File: src/rtl/uart_tx_arb_pkg.sv
// uart_tx_arb_pkg: shared types and defaults for the UART TX round-robin arbiter
package uart_tx_arb_pkg;
  typedef enum logic [1:0] {
    IDLE      = 2'd0,
    ISSUE     = 2'd1,
    WAIT_BUSY = 2'd2,
    WAIT_DONE = 2'd3
  } state_t;
  localparam int DEF_N_REQ   = 4;
  localparam int DEF_TIMEOUT = 16;
  localparam logic PAR_EVEN = 1'b0;
  localparam logic PAR_ODD  = 1'b1;
endpackage

File: src/rtl/rr_arbiter.sv
// rr_arbiter: combinational rotating-priority pick starting at ptr
module rr_arbiter #(
  parameter int N_REQ = 4,
  localparam int IW = $clog2(N_REQ)
) (
  input  logic [N_REQ-1:0] req,
  input  logic [IW-1:0]    ptr,
  output logic [N_REQ-1:0] gnt_onehot,
  output logic [IW-1:0]    gnt_idx,
  output logic             any
);
  logic [IW-1:0] j;
  // Scan from farthest to nearest offset so the nearest requester wins last
  always_comb begin
    gnt_onehot = '0;
    gnt_idx    = '0;
    j          = '0;
    for (int i = N_REQ - 1; i >= 0; i--) begin
      j = IW'((int'(ptr) + i) % N_REQ);
      if (req[j]) begin
        gnt_idx    = j;
        gnt_onehot = '0;
        gnt_onehot[j] = 1'b1;
      end
    end
  end
  assign any = |req;
endmodule

File: src/rtl/uart_tx_arbiter.sv
// uart_tx_arbiter: round-robin scheduler sharing one UART TX core among N_REQ clients
module uart_tx_arbiter
  import uart_tx_arb_pkg::*;
#(
  parameter int N_REQ   = DEF_N_REQ,
  parameter int TIMEOUT = DEF_TIMEOUT,
  localparam int IW = $clog2(N_REQ),
  localparam int CW = (TIMEOUT > 1) ? $clog2(TIMEOUT) : 1
) (
  input  logic               clk,
  input  logic               reset,
  input  logic [N_REQ-1:0]   req_valid,
  input  logic [N_REQ*8-1:0] req_data,
  input  logic [N_REQ-1:0]   cfg_par_en,
  input  logic [N_REQ-1:0]   cfg_par_typ,
  output logic [N_REQ-1:0]   req_ready,
  output logic [7:0]         P_DATA,
  output logic               PAR_EN,
  output logic               PAR_TYP,
  output logic               DATA_VALID,
  input  logic               Busy,
  output logic [IW-1:0]      grant_id,
  output logic               err_timeout
);
  state_t            state, nxt;
  logic [IW-1:0]     rr_ptr, gnt_idx;
  logic [N_REQ-1:0]  gnt;
  logic              any, take, last;
  logic [CW-1:0]     cnt;

  rr_arbiter #(.N_REQ(N_REQ)) u_rr (
    .req       (req_valid),
    .ptr       (rr_ptr),
    .gnt_onehot(gnt),
    .gnt_idx   (gnt_idx),
    .any       (any)
  );

  // req_ready is gated by reset so no accept leaks out while state is forced to IDLE
  always_comb begin
    take        = (state == IDLE) && any && !Busy;
    last        = cnt == CW'(TIMEOUT - 1);
    req_ready   = (take && reset) ? gnt : '0;
    DATA_VALID  = state == ISSUE;
    err_timeout = (state == WAIT_BUSY) && !Busy && last;
    nxt         = state;
    case (state)
      IDLE:      nxt = take ? ISSUE : IDLE;
      ISSUE:     nxt = WAIT_BUSY;
      WAIT_BUSY: nxt = Busy ? WAIT_DONE : (last ? IDLE : WAIT_BUSY);
      WAIT_DONE: nxt = Busy ? WAIT_DONE : IDLE;
      default:   nxt = IDLE;
    endcase
  end

  always_ff @(posedge clk or negedge reset) begin
    if (!reset) begin
      state    <= IDLE;
      rr_ptr   <= '0;
      cnt      <= '0;
      P_DATA   <= '0;
      PAR_EN   <= 1'b0;
      PAR_TYP  <= PAR_EVEN;
      grant_id <= '0;
    end else begin
      state <= nxt;
      cnt   <= (state == WAIT_BUSY) ? cnt + 1'b1 : '0;
      if (take) begin
        P_DATA   <= req_data[8*gnt_idx +: 8];
        PAR_EN   <= cfg_par_en[gnt_idx];
        PAR_TYP  <= cfg_par_typ[gnt_idx];
        grant_id <= gnt_idx;
        rr_ptr   <= (gnt_idx == IW'(N_REQ - 1)) ? '0 : gnt_idx + 1'b1;
      end
    end
  end
endmodule

File: config.mk
export PLATFORM = sky130hd
export DESIGN_NAME = uart_tx_arbiter
export DESIGN_NICKNAME = d
export VERILOG_FILES = /design/src/rtl/uart_tx_arb_pkg.sv /design/src/rtl/rr_arbiter.sv /design/src/rtl/uart_tx_arbiter.sv
export SDC_FILE = /design/constraint.sdc
export NUM_CORES = 1
export LEC_CHECK = 0
export ABC_AREA = 0
export CAP_MARGIN = 0
export CORE_ASPECT_RATIO = 0.9
export CORE_MARGIN = 5
export CORE_UTILIZATION = 45
export CTS_BUF_LIST = sky130_fd_sc_hd__clkbuf_8
export DETAILED_ROUTE_END_ITERATION = 10
export PLACE_DENSITY_LB_ADDON = 0.08
export SYNTH_ARGS = -nofsm -noshare
export SYNTH_HDL_FRONTEND = slang
export SYNTH_HIERARCHICAL = 1
export SYNTH_SLANG_ARGS = --single-unit
File: constraint.sdc
create_clock -name clk -period 3.3 [get_ports clk]
set_clock_uncertainty 0.1 [all_clocks]
set_input_delay 0.66 -clock clk [delete_from_list [all_inputs] [get_ports clk]]
set_output_delay 0.66 -clock clk [all_outputs]
set_load 0.005 [all_outputs]
Word-level counts from Yosys, hierarchy flattened --
Index checks and enable logic that the tools add are counted.
Word-level totals: register bits after elaboration 20, bits of input ports 47, output and inout bits 18, word-level logic and storage cells 75
Cells by class: $add $sub $neg 5, $lt $le $gt $ge 9, equality and inequality tests 5, shifts and indexed selects 1, muxes and demuxes 36, reduce and logical (&&, ||, !) cells 12
Operators by type and width (count):
- 32-bit by 6-bit indexed part select with 8-bit output | 1
- 4-bit two-way mux | 6
- 2-bit two-way mux | 8
- 2-bit by 3-bit < comparator with 1-bit output, second input constant | 5
- 1-bit binary-select mux with 2-bit select | 6
- 1-bit two-way mux | 11
- 1-bit logical AND | 9
- 1-bit demux with 2-bit select | 4
- 2-bit by 1-bit >= comparator with 1-bit output, second input constant | 4
- 2-bit case mux with 4 select lines | 1
- 2-bit equality test, second input constant | 3
- 2-bit by 1-bit adder with 2-bit output, second input constant | 2
- 2-bit adder, second input constant | 2
- 4-bit by 1-bit adder with 4-bit output, second input constant | 1
- 4-bit equality test, second input constant | 1
- 4-bit OR reduction | 1
- 2-bit by 1-bit equality test with 1-bit output, second input constant | 1
- 2-bit logical NOT | 1
- 1-bit logical NOT | 1

Longest topological paths before layout --
word-level depth 10, mapped depth 11, depth with buffers taken out 9

Modules after synthesis --
Netlist, hierarchy kept.
Modules (own cells, without submodules):
- uart_tx_arbiter | times used 1, cells each 72, area an instance 1116.1 um^2, seq. area each 500.5 um^2
- rr_arbiter | times used 1, cells each 62, area an instance 498.0 um^2, seq. area each 0.0 um^2

Worst setup path before layout --
No wires, ideal clock.
path kind register to output, start register rr_ptr[1], end output req_ready[1], arrival time 2.376 ns, required time 2.540 ns, path slack 0.164 ns, cell stages (with the launch flop) 9, buffers on the path 1, cells stage by stage dfrtp_1 inv_1 ha_1 clkbuf_2 mux4_2 or4_1 a21o_1 o211ai_1 and3_1
Between the ends: cells in the longest elaborated chain, start to end 10, elaborated cells on any way between the ends 36, those cells by class add/sub: 3; order compare: 8; mux: 21; reduce/logical: 4
RTL lines:
- from (decl) | RTL line uart_tx_arbiter.sv:26 | logic [IW-1:0] rr_ptr, gnt_idx;
- from (signal assigned) | RTL line uart_tx_arbiter.sv:73 | rr_ptr <= (gnt_idx == IW'(N_REQ - 1)) ? '0 : gnt_idx + 1'b1;
- 2-bit adder | RTL line rr_arbiter.sv:19 | j = IW'((int'(ptr) + i) % N_REQ);
- 2-bit by 3-bit < comparator with 1-bit output (implied by the code) / 2-bit by 1-bit >= comparator with 1-bit output (equally long branches) | RTL line rr_arbiter.sv:23 | gnt_onehot[j] = 1'b1;
- 1-bit logical AND (implied by the code) | RTL line rr_arbiter.sv:23
- 1-bit two-way mux (implied by the code) | RTL line rr_arbiter.sv:23
- 1-bit demux with 2-bit select
- 4-bit two-way mux (3 in series) | RTL line rr_arbiter.sv:20 | if (req[j]) begin
- 4-bit two-way mux (*) | RTL line rr_arbiter.sv:20
- named net gnt[1] | RTL line uart_tx_arbiter.sv:27 | logic [N_REQ-1:0] gnt;
- 4-bit two-way mux (*) | RTL line uart_tx_arbiter.sv:43 | req_ready = (take && reset) ? gnt : '0;
- to (decl) | RTL line uart_tx_arbiter.sv:16 | output logic [N_REQ-1:0] req_ready,
Mark *: on every way through the listed nets, which the timed path passes. The rest lies on a longest branch. The select of a mux whose other input is x is not followed.

Final worst setup path --
start input req_valid[1], end output req_ready[1]
Between the ends: cells in the longest elaborated chain, start to end 7, elaborated cells on any way between the ends 17, those cells by class mux: 13; reduce/logical: 4
RTL lines:
- from (decl) | RTL line uart_tx_arbiter.sv:12 | input logic [N_REQ-1:0] req_valid,
- 1-bit binary-select mux with 2-bit select | RTL line rr_arbiter.sv:20
- 1-bit two-way mux (implied by the code) | RTL line rr_arbiter.sv:20
- 4-bit two-way mux (3 in series) | RTL line rr_arbiter.sv:20
- 4-bit two-way mux (*) | RTL line rr_arbiter.sv:20
- named net gnt[1] | RTL line uart_tx_arbiter.sv:27
- 4-bit two-way mux (*) | RTL line uart_tx_arbiter.sv:43
Marked as above.

==> reports/qor.yml <==
synth:
  syn_nets: 191
  netlist_area_sq_mm: 0.00161
  synth.avg_cell_area_sq_um: 12.0
  ys_warn_count: 6
  ys_seq_elements: 20
  yosysUniqueCellTypes: 40
  synthTopCellsByArea: "dfrtp_1, mux4_2, ha_1"
  syn_inst: 134
  yosysTopAreaCell: "dfrtp_1"
  yosys.area.top_type_share_pct: 31.0
  synthFlopType: "dfrtp_1"
  yosysSeqAreaShare_pct: 31.0
  async_flop_share_pct: 100
  synth-edff-count: 0
flow_run:
  drv_cap: 0
final_layout:
  mostFrequentLayoutCell: "clkdlybuf4s50_1"
  nNetsFinal: 276
  postLayoutCellArea_sq_mm: 0.00252
  mostFrequentLayoutCells: "clkdlybuf4s50_1, dfrtp_1, buf_4"
  diodes: 0
  area_growth_pct: 56.0
  final_layout_size_suffix_gt1_share_pct: 30.3
power:
  peakVddDrop_v: 0.000499
  seq_power_share_pct: 18.9
  switching_share_pct: 36.4
  p_leak_nw: 1.09
  p_comb_share_pct: 70.6
  p_int_mw: 1.46
  p_sw_mw: 0.839
  power.clock.fraction_pct: 10.5
  power.density_mw_per_mm2: 914
critical_path:
  required_ns: 2.54
  rr_worst_depth: 11
  worstPathArrival_ns: 2.48
  critPathMaxFanout: 2
  crit_type: "in2out"
  critPathCaptureType: "primary output"
  cp-start-kind: "input pin"
clocking:
  cts_buffer_depth: 2
  tritoncts: "done"
  cts_max_level: 1
  clk_pin_slew_worst_paths_ns: 0.08
  root_buffer: "clkbuf_8"
  clk_latency_ns: 0.25
  ctsHoldBuffers: 0
  cts_buffers: 3
  clock-sinks: 20
die:
  fp.dieH_um: 66.8
  num_rows: 20
  ios: 65
  dieArea_sq_mm: 0.00489
  start_util_pct: 47.1
  core_sq_mm: 0.00343
  dieWidth_um: 73.1
grt:
  grt_overflow_total: 0
  grt_pass1_wl_mm: 7.59
  grt_pass1_vias: 1475
  antenna_found_initial: 0
  grt.total_usage_pct: 20.2
  grt_start_max_net_pins: 21
sta:
  tns_ns: 0
  hold_viol_final: 0
  slew_headroom_pct: 76.2
  rsz0062_at_grt: "no"
  finalCritPeriodShare_pct: 98.2
  fmax_ghz: 0.309
  final_max_slew_viol_count: 0
  min_period_ns: 3.24
  tightest_slew_ns: 0.347
  setup_viol: 0
placed_design:
  place_area_sq_mm: 0.00244
  gp_congestion: 0.893
  port_buffers: 64
  hpwl_mm: 3.74
detailed_routing:
  vias_per_cell: 5.50
  drcViolationCount: 0
  drt_iter0_markers: 67
  detail_route.first_pass.iterations: 4
  antenna_left: 0
  vias: 1440
  wl_mm: 4.73
  drt-wirelength-per-cell_um: 18.0
min_path:
  hp-class: "reg2reg"
  whs_path_depth: 1
run_status:
  status: "finished clean"
==> area by class of cell <==
class	instances	area (sq um)
Clock buffer	3	41.3
Clock inverter	1	30.0
Fill cell	251	910
Inverter	4	15.0
Multi-Input combinational cell	104	1070
Sequential cell	20	500
Tap cell	44	55.1
Timing Repair Buffer	86	802
==> synthesized netlist by cell type (3+ instances only) <==
library cell,count
nand2_1,3
buf_6,3
ha_1,10
mux4_2,9
o21ai_0,4
mux2_2,9
a21o_1,3
dfrtp_1,20
a31oi_1,4
nand4_1,5
nor2_1,10
a22oi_1,3
mux2i_1,3
mux2_4,8
nand3_1,4
and3_1,5
mux4_1,3
a21oi_1,3
inv_1,4
==> registers in the layout, indices dropped and copies added (netlist names) <==
register	cells
P_DATA	8
PAR_TYP	1
rr_ptr	2
state	2
cnt	4
PAR_EN	1
grant_id	2
==> per-stage QoR <==
step / worst slack (ns) / hold slack (ns) / util (%) / std cells / power (mW)
after floorplan: 0.164 / 0.264 / - / 134 / 1.38
after global routing: 0.0150 / 0.399 / 73.5 / 262 / 2.47
after global placement: -0.528 / 0.355 / 71.1 / 257 / 1.94
after detailed placement: -0.558 / 0.377 / 71.1 / 257 / 2.00
final: 0.0593 / 0.385 / 73.5 / 262 / 2.30
after CTS: 0.0105 / 0.388 / 73.4 / 262 / 2.28
==> critical path, stage by stage <==
cell	delay (ns)
dlygate4sd2_1	0.26
mux4_2	0.48
or4_1	0.53
a21o_1	0.19
o211ai_1	0.08
and3_1	0.16
buf_2	0.11
==> routing by layer <==
layer | routed length, um | vias up | global-route usage [%]
met5 | 0 | - | 0
met2 | 2300 | 52 | 34.3
met4 | 0 | 0 | 1.38
met1 | 2130 | 695 | 27.2
met3 | 297 | 0 | 4.68
li1 | - | 693 | -
==> logic make-up after synthesis <==
kind of cell	after synthesis	synth area share, %
compound gates	23	9.54
mux	32	33.0
xor+xnor	2	1.09
simple gates	37	13.1
flops	20	31.0
fa+ha+maj	10	7.75
buf+inv	10	4.49
==> path summary, 6_finish.rpt <==
kind | from | end | slack (ns)
min reg2reg | cnt[0] | cnt[0] | 0.39
max | req_valid[1] | req_ready[1] | 0.06
max reg2reg | rr_ptr[0] | P_DATA[3] | 0.25
min in group asynchronous | reset | P_DATA[1] | 0.76
max in group asynchronous | reset | P_DATA[4] | 2.13
min | cnt[0] | cnt[0] | 0.39
==> power by group through the flow <==
| stage | combinational (mW) | sequential, mW | clock [mW] |
|---|---|---|---|
| after floorplan | 0.930 | 0.450 | 0 |
| after global placement | 1.51 | 0.431 | 0 |
| after detailed placement | 1.56 | 0.440 | 0 |
| after CTS | 1.60 | 0.435 | 0.248 |
| after global routing | 1.76 | 0.450 | 0.259 |
| final | 1.62 | 0.435 | 0.242 |
==> what timing repair did <==
item,in CTS,in global routing
pin swaps,7,1
gates resized for setup,19,6
endpoints found under the setup margin,4,4
buffers inserted,1,0
No activity file was read; power rests on OpenSTA's default activity.
